<file path="config.mk">
export PLATFORM = sky130hd
export DESIGN_NAME = csc_mix_formatter
export DESIGN_NICKNAME = d
export VERILOG_FILES = /design/src/rtl/csc_mix_formatter.sv
export SDC_FILE = /design/constraint.sdc
export NUM_CORES = 1
export LEC_CHECK = 0
export CAP_MARGIN = 15
export CELL_PAD_IN_SITES_DETAIL_PLACEMENT = 1
export CELL_PAD_IN_SITES_GLOBAL_PLACEMENT = 1
export CORE_UTILIZATION = 40
export DETAILED_ROUTE_END_ITERATION = 7
export PLACE_DENSITY_LB_ADDON = 0.1
export SYNTH_ARGS = -nofsm -noshare
export SYNTH_HDL_FRONTEND = slang
export SYNTH_SLANG_ARGS = --single-unit
</file>
<file path="constraint.sdc">
create_clock -name clk -period 4.2 [get_ports clk]
set_input_delay 1.05 -clock clk [delete_from_list [all_inputs] [get_ports clk]]
set_output_delay 1.05 -clock clk [all_outputs]
set_load 0.01 [all_outputs]
</file>
<file path="src/rtl/csc_mix_formatter.sv">
// rtl/csc_mix_formatter.sv - time-multiplexed CSC channel mixer with saturate/wrap output formatting
module csc_mix_formatter #(
  parameter int NUM_INPUT_BITS  = 24,
  parameter int NUM_OUTPUT_BITS = 15,
  parameter int NUM_SIGNALS     = 4,
  parameter int FRAC_DROP       = 9,
  parameter int SATURATE        = 1,
  parameter int CLIP_CNT_BITS   = 16
) (
  input  logic                                  clk,
  input  logic                                  rst,
  input  logic [NUM_INPUT_BITS*NUM_SIGNALS-1:0] vol_data,
  input  logic [NUM_SIGNALS-1:0]                chan_mask,
  input  logic                                  data_en,
  output logic                                  in_ready,
  output logic [NUM_OUTPUT_BITS-1:0]            csc_data,
  output logic                                  csc_data_en,
  input  logic                                  csc_data_rdy,
  output logic [CLIP_CNT_BITS-1:0]              clip_count,
  output logic                                  overrun
);

  // One extra headroom bit per doubling of channels keeps the running sum exact.
  localparam int IDX_W = $clog2(NUM_SIGNALS);
  localparam int SUM_W = NUM_INPUT_BITS + IDX_W;
  localparam logic [IDX_W-1:0] LAST_IDX = IDX_W'(NUM_SIGNALS - 1);

  typedef enum logic [1:0] {
    IDLE   = 2'd0,
    ACCUM  = 2'd1,
    FORMAT = 2'd2,
    OUTPUT = 2'd3
  } state_t;

  state_t state;
  state_t state_next;

  logic [NUM_INPUT_BITS*NUM_SIGNALS-1:0] vol_q;
  logic [NUM_SIGNALS-1:0]                mask_q;
  logic signed [SUM_W-1:0]               acc;
  logic [IDX_W-1:0]                      idx;
  logic [NUM_INPUT_BITS-1:0]             ch_sel;
  logic signed [SUM_W-1:0]               addend;
  logic signed [SUM_W-1:0]               shifted;
  logic                                  in_range;
  logic [NUM_OUTPUT_BITS-1:0]            fmt_data;

  // State register.
  always_ff @(posedge clk) begin
    if (rst) begin
      state <= IDLE;
    end else begin
      state <= state_next;
    end
  end

  // Next-state decode and handshake outputs.
  always_comb begin
    state_next  = state;
    in_ready    = 1'b0;
    csc_data_en = 1'b0;
    case (state)
      IDLE: begin
        in_ready = 1'b1;
        if (data_en) begin
          state_next = ACCUM;
        end
      end
      ACCUM: begin
        if (idx == LAST_IDX) begin
          state_next = FORMAT;
        end
      end
      FORMAT: begin
        state_next = OUTPUT;
      end
      OUTPUT: begin
        csc_data_en = 1'b1;
        if (csc_data_rdy) begin
          state_next = IDLE;
        end
      end
      default: begin
        state_next = IDLE;
      end
    endcase
  end

  // Channel select for the shared adder, and scaling/range logic for the final sum.
  always_comb begin
    ch_sel  = vol_q[idx*NUM_INPUT_BITS +: NUM_INPUT_BITS];
    addend  = '0;
    if (mask_q[idx]) begin
      addend = {{(SUM_W-NUM_INPUT_BITS){ch_sel[NUM_INPUT_BITS-1]}}, ch_sel};
    end
    shifted = acc >>> FRAC_DROP;
    // The scaled sum fits when every bit from the output sign bit upward agrees.
    in_range = (&shifted[SUM_W-1:NUM_OUTPUT_BITS-1]) |
               ~(|shifted[SUM_W-1:NUM_OUTPUT_BITS-1]);
    fmt_data = shifted[NUM_OUTPUT_BITS-1:0];
    if (!in_range && (SATURATE != 0)) begin
      if (shifted[SUM_W-1]) begin
        fmt_data = {1'b1, {(NUM_OUTPUT_BITS-1){1'b0}}};
      end else begin
        fmt_data = {1'b0, {(NUM_OUTPUT_BITS-1){1'b1}}};
      end
    end
  end

  // Capture, accumulate, format and status bookkeeping.
  always_ff @(posedge clk) begin
    if (rst) begin
      vol_q      <= '0;
      mask_q     <= '0;
      acc        <= '0;
      idx        <= '0;
      csc_data   <= '0;
      clip_count <= '0;
      overrun    <= 1'b0;
    end else begin
      // A sample offered while busy is dropped; only the flag records it.
      if (data_en && (state != IDLE)) begin
        overrun <= 1'b1;
      end
      case (state)
        IDLE: begin
          if (data_en) begin
            vol_q  <= vol_data;
            mask_q <= chan_mask;
            acc    <= '0;
            idx    <= '0;
          end
        end
        ACCUM: begin
          acc <= acc + addend;
          idx <= idx + IDX_W'(1);
        end
        FORMAT: begin
          csc_data <= fmt_data;
          // Clipping is counted in wrap mode too, so the counter reports range loss either way.
          if (!in_range && !(&clip_count)) begin
            clip_count <= clip_count + CLIP_CNT_BITS'(1);
          end
        end
        default: begin
        end
      endcase
    end
  end

endmodule

</file>
After elaboration in Yosys (flattened, before gate mapping):

Index checks and enable logic that the tools add are counted.

* bits in registers: 162
* bits of input ports: 104
* output and inout bits: 34
* word-level logic and storage cells: 52

* add/subtract/negate cells: 3
* multiply operators: 1
* magnitude comparators: 1
* equality and inequality tests: 7
* shifts and indexed selects: 1
* multiplexer cells: 15
* bitwise logic cells: 2
* reduce and logical (&&, ||, !) cells: 14

Operator list (number)
* $shiftx 96x8->24: 1
* $mux 26: 2
* $pmux 26 s2: 1
* $mux 15: 2
* $add 26x26->26: 1
* $add 16x1->16 const B: 1
* $reduce_and 16->1: 1
* $mux 2: 4
* $pmux 2 s4: 1
* $eq 2x2->1 const B: 3
* $ne 2x2->1 const B: 3
* $reduce_and 2->1: 3
* $reduce_and 3->1: 2
* $mul 2x2->4 const B: 1
* $pmux 2 s2: 1
* $reduce_bool 2->1: 2
* $lt 2x3->1 const B: 1
* $mux 1: 3
* $reduce_or 3->1: 1
* $add 2x1->2 const B: 1
* $bmux 1 s2: 1
* $eq 2x1->1 const B: 1
* $logic_and 1x1->1: 2
* $logic_not 1->1: 2
* other kinds (3): 3

Logic depth before layout (Yosys ltp):

Gate-level depths: netlist (run 1).

* depth after elaboration: 6
* mapped depth: 16
* gate-level depth less buffers: 14

Least setup slack after synthesis (run 1):

No wires, ideal clock.

* kind: register -> register
* from: register idx[0]
* to: register acc[25]
* library setup time: 122 ps
* arrival time: 3442 ps
* data required time: 4078 ps
* slack: 636 ps
* cell stages (with the launch flop): 14
* buffers on the path: 3
* period minus slack after synthesis: 3564 ps
* cells stage by stage: dfxtp_1 -> buf_2 -> buf_2 -> mux4_2 -> nor2b_1 -> ha_1 -> clkbuf_1 -> nand2_1 -> o211ai_1 -> nand3_1 -> or2_2 -> and3_1 -> or2_0 -> a221o_1

* longest elaborated chain between the ends: 5
* elaborated cells on any way between the ends: 7
* classes of those cells: 1 x add/sub; 1 x mul; 1 x shift; 4 x mux

RTL lines
* start, declared: RTL line 41 `logic [IDX_W-1:0] idx;`
* start signal, assigned: RTL line 136 `idx <= idx + IDX_W'(1);`
* $mul 2x2->4 or $bmux 1 s2 (tied branches): RTL line 91, 93
* $shiftx 96x8->24 or $mux 1 (tied branches): RTL line 91, 93
* $mux 26 (*): RTL line 93 `if (mask_q[idx]) begin`
* $add 26x26->26 (*): RTL line 135 `acc <= acc + addend;`
* $pmux 26 s2 (*): RTL line 125 `case (state)`
* end signal, assigned: RTL line 135
* end, declared: RTL line 40 `logic signed [SUM_W-1:0] acc;`

Mark *: on every way between the ends. The rest lies on a longest branch, timed or not. The select of a mux whose other input is x is not followed.
A chain may end at the register's enable or synchronous reset.

Worst setup path after layout (run 1):

* from: register idx[0]
* to: register acc[24]

Same word-level chain as after synthesis.

==> metrics.md, run 1 <==
| Metric | Value |
|---|---|
| TritonRoute pass-1 iters | `4` |
| #FFs+latches synth | `162` |
| Crit path launch type | `flop` |
| Prevailing post-synth register cell | `dfxtp_1` |
| Endpoints failing setup | `0` |
| Clk sinks | `162` |
| First-pass GRT wire length | `36.6 mm` |
| RSZ-0062 raised after global routing | `false` |
| Worst Path Max Fanout | `17` |
| Largest net degree at the start of global routing | `101` |
| Die area | `20500 um2` |
| H-tree depth | `4` |
| Final wirelength | `22.3 mm` |
| Boundary Pins | `138` |
| TritonCTS clock tree | `done` |
| FMAX | `0.277 GHz` |
| Worst path max stage delay | `520 ps` |
| Max stage delay cell, worst path | `dfxtp_2` |
| PwrDens | `476 nW/um2` |
| Setup crit end kind | `flop` |
| HP Class | `reg -> reg` |
| Diode count | `0` |
| Die Height | `143 um` |
| Area Overhead vs Synth | `27.7%` |
| Rows | `51` |
| CTS buffer count | `17` |
| GR Overflow Total | `0` |
| Post-CTS Setup Repair Bufs | `0` |
| DP Wirelength | `16.2 mm` |
| Post-Place Cell Area | `9600 um2` |
| Switching share of power | `33.5%` |
| Vias in the first global route | `7128` |
| Arr. time, crit path | `3960 ps` |
| Crit path max-delay family | `compound AO/OA/AOI/OAI gates` |
| Worst-path clk slew | `60 ps` |
| Slew headroom | `58.5%` |
| TNS Setup | `0 ps` |
| Buffers on Ports | `137` |
| WL per Instance | `16.5 um` |
| Die X | `143 um` |
| Synth Cell Area | `7990 um2` |
| Clk_lat worst skew | `430 ps` |
| CP most frequent cell | `nor2b_1` |
| DR iter-0 viols | `262` |
| Core area | `19500 um2` |
| Share of the synthesized area in the top cell type | `40.6%` |
| P_int | `3.23 mW` |
| CTS Root Cell | `clkbuf_16` |
| Worst-path cell chain | `mux2_2 -> o21ai_1 -> buf_4 -> nor2b_1 -> ha_1 -> inv_1 -> fa_1 -> nor2b_1 -> o2111ai_1 -> a31oi_1 -> a41o_1 -> a21bo_2 -> o32ai_1 -> mux2i_1` |
| # hold bufs at CTS | `0` |
| Post-synth EDFFs | `0` |
| Final nets | `1208` |
| Post-synth top area cell | `dfxtp_1` |
| Vias per cell | `5.25` |
| Crit path time final | `3600 ps` |
| GRT Total Usage | `22.9%` |
| MaxCap Viol Count | `0` |
| DR top layer | `met4` |
| Metal3 WL | `772 um` |
| Detail Route Antenna Nets | `0` |
| Final-report max-slew violation count | `0` |
| Met2 wire length | `10.1 mm` |
| Clock Tree Buf Depth | `2` |
| Clock power frac | `33.0%` |
| Layout Skew | `11.8 ps` |
| CP bufs+invs | `2` |
| Fin area | `10200 um2` |
| DR DRC count | `0` |
| Starting Density | `40.9%` |
| Cell variety after synth | `59` |
| Sequential fraction of the synthesis area | `40.6%` |
| Final period util | `85.8%` |
| Status | `finished clean` |
| GPL Wtd Cong | `0.871` |
| DRT met1 WL | `11.1 mm` |
| Sequential share of power | `38.7%` |
| Initial antenna violation count | `0` |
| Syn Area/Cell | `8.33 um2` |
| Ys async rst share | `0%` |
| Fillers | `2379` |
| Resized cells post-CTS | `0` |
| Commonest non-fill, non-tap cell in the layout | `nand2_1` |
| Tightest Pin Transition | `622 ps` |
| Synthesized net count | `1095` |
| Synth Warn # | `0` |
| Final hold violation count | `0` |
| Peak supply drop | `0.418 mV` |
| Logic pwr share | `28.3%` |
| Commonest non-fill, non-tap cells in the layout | `nand2_1 (229), dfxtp_1 (161), a21oi_1 (151)` |
| Share of layout cells above drive strength 1 | `7.93%` |
| Net Switching | `1.63 mW` |
| Total number of vias | `7094` |
| Cells after Synth | `959` |
| Critical path type | `reg -> reg` |
| Synth area leaders | `dfxtp_1 (41%), nand2_1 (11%), a21oi_1 (9.5%)` |
| Overall power | `4.86 mW` |
| Leakage | `3.90 nW` |
| Crit path required time | `4560 ps` |
==> logic make-up after synthesis <==
logic type      Yosys count  synth area share, %
compound gates          259                 19.1
xor+xnor                 33                 3.62
fa+ha+maj                32                 5.11
buf+inv                  77                 3.85
flops                   162                 40.6
mux                      30                 7.38
simple gates            366                 20.3
==> synth_stat cells (3+ instances only) <==
library cell and count:
clkbuf_1 50, nor2b_1 26, mux4_2 23, xor2_1 15
a21o_1 14, a31oi_1 3, or3_1 4, nand2_1 230
a211oi_1 5, buf_2 4, a21boi_0 3, nand4_1 6
nor3_1 6, o21a_1 5, and3_1 6, nor2_1 46
a21oi_1 151, a22o_1 13, nand3_1 8, o21ai_0 28
o211ai_1 5, xnor2_1 18, and2_1 4, dfxtp_1 162
a22oi_1 11, o2111ai_1 3, mux2i_1 6, o31ai_1 5
nand2b_1 18, inv_1 18, ha_1 31
==> worst paths after layout <==
| path | from | to | slack [ps] | depth (start not counted) |
|---|---|---|---|---|
| max | idx[0] | acc[24] | 600 | 14 |
| min | vol_q[10] | vol_q[10] | 460 | 2 |
| min reg2reg | vol_q[10] | vol_q[10] | 460 | 2 |
| max reg2reg | idx[0] | acc[24] | 600 | 14 |
==> worst min-delay path: stages (launching register included) <==
cell     delay, ps
dfxtp_1        310
nand2_1         50
a21oi_1         50
==> area by class of cell <==
class / instances / area (um2) / share of cell area [%]
clock buffer: 19 / 453 / 4.44
clock inverter: 13 / 146 / 1.43
inverter: 18 / 67.6 / 0.662
multi-input combinational: 720 / 4450 / 43.6
sequential: 162 / 3240 / 31.8
tap: 265 / 332 / 3.25
timing repair buffer: 153 / 1510 / 14.8
==> state kept, by name (all words and copies together), names as in the netlist <==
| register | cells |
|---|---|
| mask_q | 4 |
| vol_q | 96 |
| idx | 2 |
| clip_count | 16 |
| state | 2 |
| csc_data | 15 |
| acc | 26 |
| overrun | 1 |
==> power by group through the flow <==
stage          combinational, mW  clock [mW]  sequential, mW
6_report                    1.38        1.60            1.88
5_1_grt                     1.53        1.70            1.91
4_1_cts                     1.39        1.63            1.88
3_5_place_dp                1.39           0            1.91
3_3_place_gp                1.36           0            1.91
2_1_floorplan              0.953           0            1.85
==> through the flow <==
stage	cells	setup WS [ps]	utilization, %	hold WS [ps]
detailed placement	1317	578	49.1	448
floorplan	959	636	-	432
global placement	1317	746	49.1	440
finish	1350	596	52.3	455
CTS	1349	542	52.2	457
global route	1350	352	52.3	473
==> per-layer routing <==
metal	track usage [%]	up-vias
met3	3.90	19
met1	31.9	3396
li1	-	3551
met2	36.3	128
met5	0	-
met4	6.49	0
Note: power is estimated with default switching activity, not from simulation.
==> run 2, diff against run 1 <==
CORE_ASPECT_RATIO = 0.5   (was default)
==> metrics.md, run 2 (same netlist as run 1, synthesis figures left out) <==
| Metric | Value |
|---|---|
| Status | `finished clean` |
| Setup crit end kind | `flop` |
| Reg2reg path depth | `10 (-4)` |
| H-tree depth | `4 (unchanged)` |
| WL per Instance | `18.1 um (+9.7%)` |
| Reg with most FFs | `vol_q` |
| Peak supply drop | `0.266 mV (-36%)` |
| DR DRC count | `0 (unchanged)` |
| Crit path required time | `4530 ps (-30 ps)` |
| Final period util | `84.6% (-1.2 points)` |
| GPL Wtd Cong | `0.901 (+3.4%)` |
| Max reg flops | `96 (unchanged)` |
| Post-CTS Setup Repair Bufs | `0 (unchanged)` |
| Hold Crit Start | `vol_q[80]` |
| Final hold violation count | `0 (unchanged)` |
| Area Overhead vs Synth | `27.1%` |
| Largest net degree at the start of global routing | `101 (unchanged)` |
| Fillers | `2283 (-4.0%)` |
| Commonest non-fill, non-tap cells in the layout | `nand2_1 (229), dfxtp_1 (161), a21oi_1 (151)` |
| GRT Total Usage | `23.8% (+0.96 points)` |
| Crit path launch type | `flop` |
| FF-to-FF Start | `idx[0]` |
| Clk sinks | `162 (unchanged)` |
| Resized cells post-CTS | `0 (unchanged)` |
| TritonRoute pass-1 iters | `5 (+1)` |
| FMAX | `0.281 GHz (+1.4%)` |
| Final-report max-slew violation count | `0 (unchanged)` |
| Post-Route Utilization | `52.0% (-0.21 points)` |
| HP Class | `reg -> reg` |
| Slew headroom | `26.6% (-32 points)` |
| Share of layout cells above drive strength 1 | `7.49% (-0.44 points)` |
| GR Overflow Total | `0 (unchanged)` |
| Crit path time final | `3550 ps (-51.1 ps)` |
| Hold path endpoint | `vol_q[80]` |
| R2R setup slack | `650 ps (+50 ps)` |
| Initial antenna violation count | `0 (unchanged)` |
| Clk_lat worst skew | `430 ps (about the same)` |
| RSZ-0062 raised after global routing | `false` |
| Die Height | `102 um (-29%)` |
| Layout Skew | `10.6 ps (-1.18 ps)` |
| Starting Density | `41.0% (+0.047 points)` |
| Sequential Area | `3240 um2 (unchanged)` |
| MaxCap Viol Count | `0 (unchanged)` |
| Die X | `202 um (+41%)` |
| CTS Root Cell | `clkbuf_16` |
| Die area | `20600 um2 (+0.17%)` |
| Tightest Pin Transition | `1100 ps (+478 ps)` |
| # hold bufs at CTS | `0 (unchanged)` |
| Largest registers | `vol_q x96, acc x26, clip_count x16` |
| Core area | `19500 um2 (-0.12%)` |
| DR iter-0 viols | `368 (+40%)` |
| Worst-path clk slew | `60 ps (about the same)` |
| Commonest non-fill, non-tap cell in the layout | `nand2_1` |
| PwrDens | `479 nW/um2 (+0.66%)` |
| DP Wirelength | `17.6 mm (+8.5%)` |
| Critical path startpoint | `idx[0]` |
| Arr. time, crit path | `3880 ps (-80 ps)` |
| TNS Setup | `0 ps (unchanged)` |
| Overall power | `4.87 mW (+0.14%)` |
| Final nets | `1205 (-0.25%)` |
| Detail Route Antenna Nets | `0 (unchanged)` |
| Final wirelength | `24.4 mm (+9.6%)` |
| CTS buffer count | `17 (unchanged)` |
| R2r endpoint | `acc[14]` |
| Total number of vias | `7258 (+2.3%)` |
| Area occupied by multi-input gates | `4450 um2 (about the same)` |
| Worst hold path cell count | `2 (unchanged)` |
| Clock Tree Buf Depth | `2 (unchanged)` |
| TritonCTS clock tree | `done` |
| Boundary Pins | `138 (unchanged)` |
| Leakage | `3.87 nW (-0.70%)` |
| Endpoints failing setup | `0 (unchanged)` |
| Vias per cell | `5.38 (+2.4%)` |
| Vias in the first global route | `7017 (-1.6%)` |
| Critical path type | `reg -> reg` |
| Buffers on Ports | `137 (unchanged)` |
| Rows | `36 (-29%)` |
| Worst Path Max Fanout | `16 (-1)` |
| First-pass GRT wire length | `37.9 mm (+3.4%)` |
run 2: cell count changes in the layout (fill, tap and decap cells not counted), sizes merged:
cell,previous run,this run
inv,25,22
buf,16,14
clkinv,3,5
clkinvlp,1,0
diode,0,1
clkbuf,20,21
run 2: per-stage QoR:
stage	instance area (um2)	hold slack, ps	worst slack [ps]	cells
2_1_floorplan	7990	432	636	959
3_3_place_gp	9570	441	763	1315
3_5_place_dp	9570	447	716	1315
4_1_cts	10100	458	704	1347
5_1_grt	10100	473	416	1348
6_report	10200	455	647	1349
run 2: final cells by class:
class,instances,share of cell area (%)
Tap cell,266,3.28
Multi-Input combinational cell,720,43.8
Clock inverter,11,1.24
Inverter,18,0.666
Antenna cell,1,0.0247
Clock buffer,21,4.44
Sequential cell,162,32.0
Timing Repair Buffer,150,14.5
run 2: worst max-delay path by stage:
stage	end	slack [ps]	cells after the start
6_report	acc[14]	650	10
5_1_grt	acc[14]	420	10
4_1_cts	acc[25]	700	11
3_5_place_dp	acc[25]	720	11
3_3_place_gp	acc[25]	760	11
2_1_floorplan	acc[25]	640	13
run 2: metal layers:
| layer | track usage, % | up-vias | wire length [um] |
|---|---|---|---|
| li1 | - | 3541 | - |
| met1 | 35.6 | 3539 | 12800 |
| met2 | 35.2 | 155 | 10300 |
| met3 | 4.08 | 23 | 1120 |
| met4 | 6.47 | 0 | 238 |
| met5 | 0 | - | 0 |
run 2: critical path: stages (launching register included):
cell and delay (ps):
dfxtp_2 460, buf_12 220, mux4_2 530, nor2b_1 150, ha_1 360, a2111oi_0 650, o21ai_0 290, o211ai_1 260
o21ai_0 160, xor2_1 160, a22o_1 200
run 2: power by group:
group / switching [mW] / total (mW) / leakage [nW] / internal (mW)
combinational: 0.848 / 1.40 / 2.26 / 0.551
clock: 0.680 / 1.58 / 0.288 / 0.899
sequential: 0.143 / 1.89 / 1.32 / 1.75
total: 1.67 / 4.87 / 3.87 / 3.19
==> run 3, diff against run 2 <==
CORE_UTILIZATION = 36   (was 40)
clock period = 3.2 ns   (was 4.2 ns; I/O delays follow)
==> metrics.md, run 3 (same netlist as run 1, synthesis figures left out) <==
| Metric | Value |
|---|---|
| TritonCTS clock tree | `done` |
| Layout Skew | `12.2 ps (+1.55 ps)` |
| Tightest Pin Transition | `648 ps (-453 ps)` |
| Endpoints failing setup | `0 (unchanged)` |
| CTS buffer count | `17 (unchanged)` |
| HP Class | `reg -> reg` |
| DR iter-0 viols | `384 (+4.3%)` |
| Largest registers | `vol_q x96, acc x26, clip_count x16` |
| WL per Instance | `17.8 um (-1.5%)` |
| Buffers on Ports | `137 (unchanged)` |
| Crit path required time | `3580 ps (-950 ps)` |
| Die area | `22800 um2 (+11%)` |
| Critical path type | `reg -> reg` |
| Fin area | `11200 um2 (+9.9%)` |
| Final period util | `99.9% (+15 points)` |
| Final hold violation count | `0 (unchanged)` |
| Met2 wire length | `11.9 mm (+16%)` |
| First-pass GRT wire length | `40.3 mm (+6.4%)` |
| Worst-path clk slew | `70 ps (about the same)` |
| GRT Total Usage | `23.2% (-0.67 points)` |
| TritonRoute pass-1 iters | `6 (+1)` |
| Status | `complete, but fails checks` |
| Crit path launch type | `flop` |
| Die X | `213 um (+5.4%)` |
| Total number of vias | `7488 (+3.2%)` |
| Worst Path Max Fanout | `9 (-7)` |
| Max reg flops | `96 (unchanged)` |
| RSZ-0062 raised after global routing | `true` |
| Post-Place Cell Area | `10100 um2 (+5.2%)` |
| Largest net degree at the start of global routing | `145 (+44%)` |
| Vias per cell | `5.14 (-4.4%)` |
| Worst hold slack | `453 ps (-2.31 ps)` |
| Initial antenna violation count | `0 (unchanged)` |
| Commonest non-fill, non-tap cell in the layout | `nand2_1` |
| Fillers | `2569 (+13%)` |
| Failing checks | `DRC` |
| DP Wirelength | `18.5 mm (+4.8%)` |
| CTS Root Cell | `clkbuf_16` |
| Area occupied by multi-input gates | `4710 um2 (+5.9%)` |
| Sequential Area | `3250 um2 (about the same)` |
| Starting Density | `36.8% (-4.2 points)` |
| Peak supply drop | `0.320 mV (+20%)` |
| Final wirelength | `25.9 mm (+6.3%)` |
| Clk_lat worst skew | `450 ps (+20 ps)` |
| Leakage | `4.32 nW (+12%)` |
| Boundary Pins | `138 (unchanged)` |
| Crit path time final | `3200 ps (-354 ps)` |
| Detail Route Antenna Nets | `0 (unchanged)` |
| DR top layer | `met4` |
| Final nets | `1279 (+6.1%)` |
| MaxCap Viol Count | `0 (unchanged)` |
| Reg with most FFs | `vol_q` |
| Arr. time, crit path | `3580 ps (-300 ps)` |
| GR Overflow Total | `0 (unchanged)` |
| Final-report max-slew violation count | `0 (unchanged)` |
| Clock Tree Buf Depth | `2 (unchanged)` |
| H-tree depth | `4 (unchanged)` |
| Diode count | `0 (-1)` |
| Setup crit end kind | `flop` |
| DR DRC count | `1 (+1)` |
| Vias in the first global route | `7602 (+8.3%)` |
| DRT met1 WL | `12.9 mm (+1.2%)` |
| Share of layout cells above drive strength 1 | `17.0% (+9.6 points)` |
| Metal3 WL | `830 um (-26%)` |
| Area Overhead vs Synth | `39.6%` |
| Commonest non-fill, non-tap cells in the layout | `nand2_1 (229), dfxtp_1 (161), a21oi_1 (142)` |
| Rows | `38 (+5.6%)` |
| Die Height | `107 um (+5.3%)` |
| FMAX | `0.313 GHz (+11%)` |
| Core area | `21700 um2 (+11%)` |
| GPL Wtd Cong | `0.911 (+1.1%)` |
| Slew headroom | `56.8% (+30 points)` |
| Clk sinks | `162 (unchanged)` |
| PwrDens | `607 nW/um2 (+27%)` |
[run 3: cell types whose count changed in the layout (fill, tap and decap cells not counted), moves of 4 or more]
| cell | delta |
|---|---|
| o21ai_0 | -6 |
| o21ai_1 | +4 |
| buf_12 | +4 |
| a21oi_2 | +9 |
| buf_4 | +63 |
| a21oi_1 | -9 |
| buf_6 | +6 |
| ha_4 | +4 |
| ha_1 | -6 |
[run 3: report_power, final]
group / switching, mW / internal (mW)
Combinational: 1.19 / 0.930
Clock: 0.909 / 1.28
Sequential: 0.171 / 2.29
Total: 2.27 / 4.51
[run 3: per-stage QoR]
step / std cells / TNS, ps / setup slack [ps] / power, mW / utilization [%]
floorplan: 959 / 0 / 12.1 / 3.72 / -
global placement: 1403 / -366 / -111 / 4.43 / 46.3
detailed placement: 1403 / -1220 / -214 / 4.50 / 46.3
CTS: 1438 / -85.3 / -24.8 / 6.73 / 49.7
global route: 1456 / -1010 / -131 / 7.14 / 51.3
finish: 1456 / 0 / 1.70 / 6.77 / 51.3
[run 3: repair_timing]
action / 4_1_cts / 5_1_grt
endpoints found under the setup margin: 14 / 14
buffers inserted: 3 / 18
gates resized for setup: 18 / 53
hold buffers: 0 / 0
pin swaps: 7 / 27
[run 3: final timing paths]
check	slack, ps	start	cells past startpoint	to
max reg2reg	2	idx[0]	12	acc[24]
max	2	idx[0]	12	acc[24]
min	450	vol_q[9]	2	vol_q[9]
min reg2reg	450	vol_q[9]	2	vol_q[9]
[run 3: cell type report]
class	count	share of cell area (%)
clock buffer	19	4.06
inverter	18	0.606
sequential	162	29.1
tap	300	3.37
timing repair buffer	224	19.0
multi-input combinational	720	42.3
clock inverter	13	1.55
[run 3: layer usage]
| layer | track usage [%] | vias to the layer above |
|---|---|---|
| met5 | 0 | - |
| met4 | 6.47 | 0 |
| met3 | 4.87 | 26 |
| met2 | 36.1 | 114 |
| met1 | 32.3 | 3656 |
| li1 | - | 3692 |
[run 3: worst max-delay path, cell delays in order (launching register included)]
cell and delay (ps):
dfxtp_4 410, buf_12 160, mux4_2 540, nor2b_1 180, ha_1 310, buf_4 170, a21o_1 190, a21oi_2 150
o31ai_1 80, a41o_1 250, a21bo_2 240, o32ai_4 230, mux2i_1 200
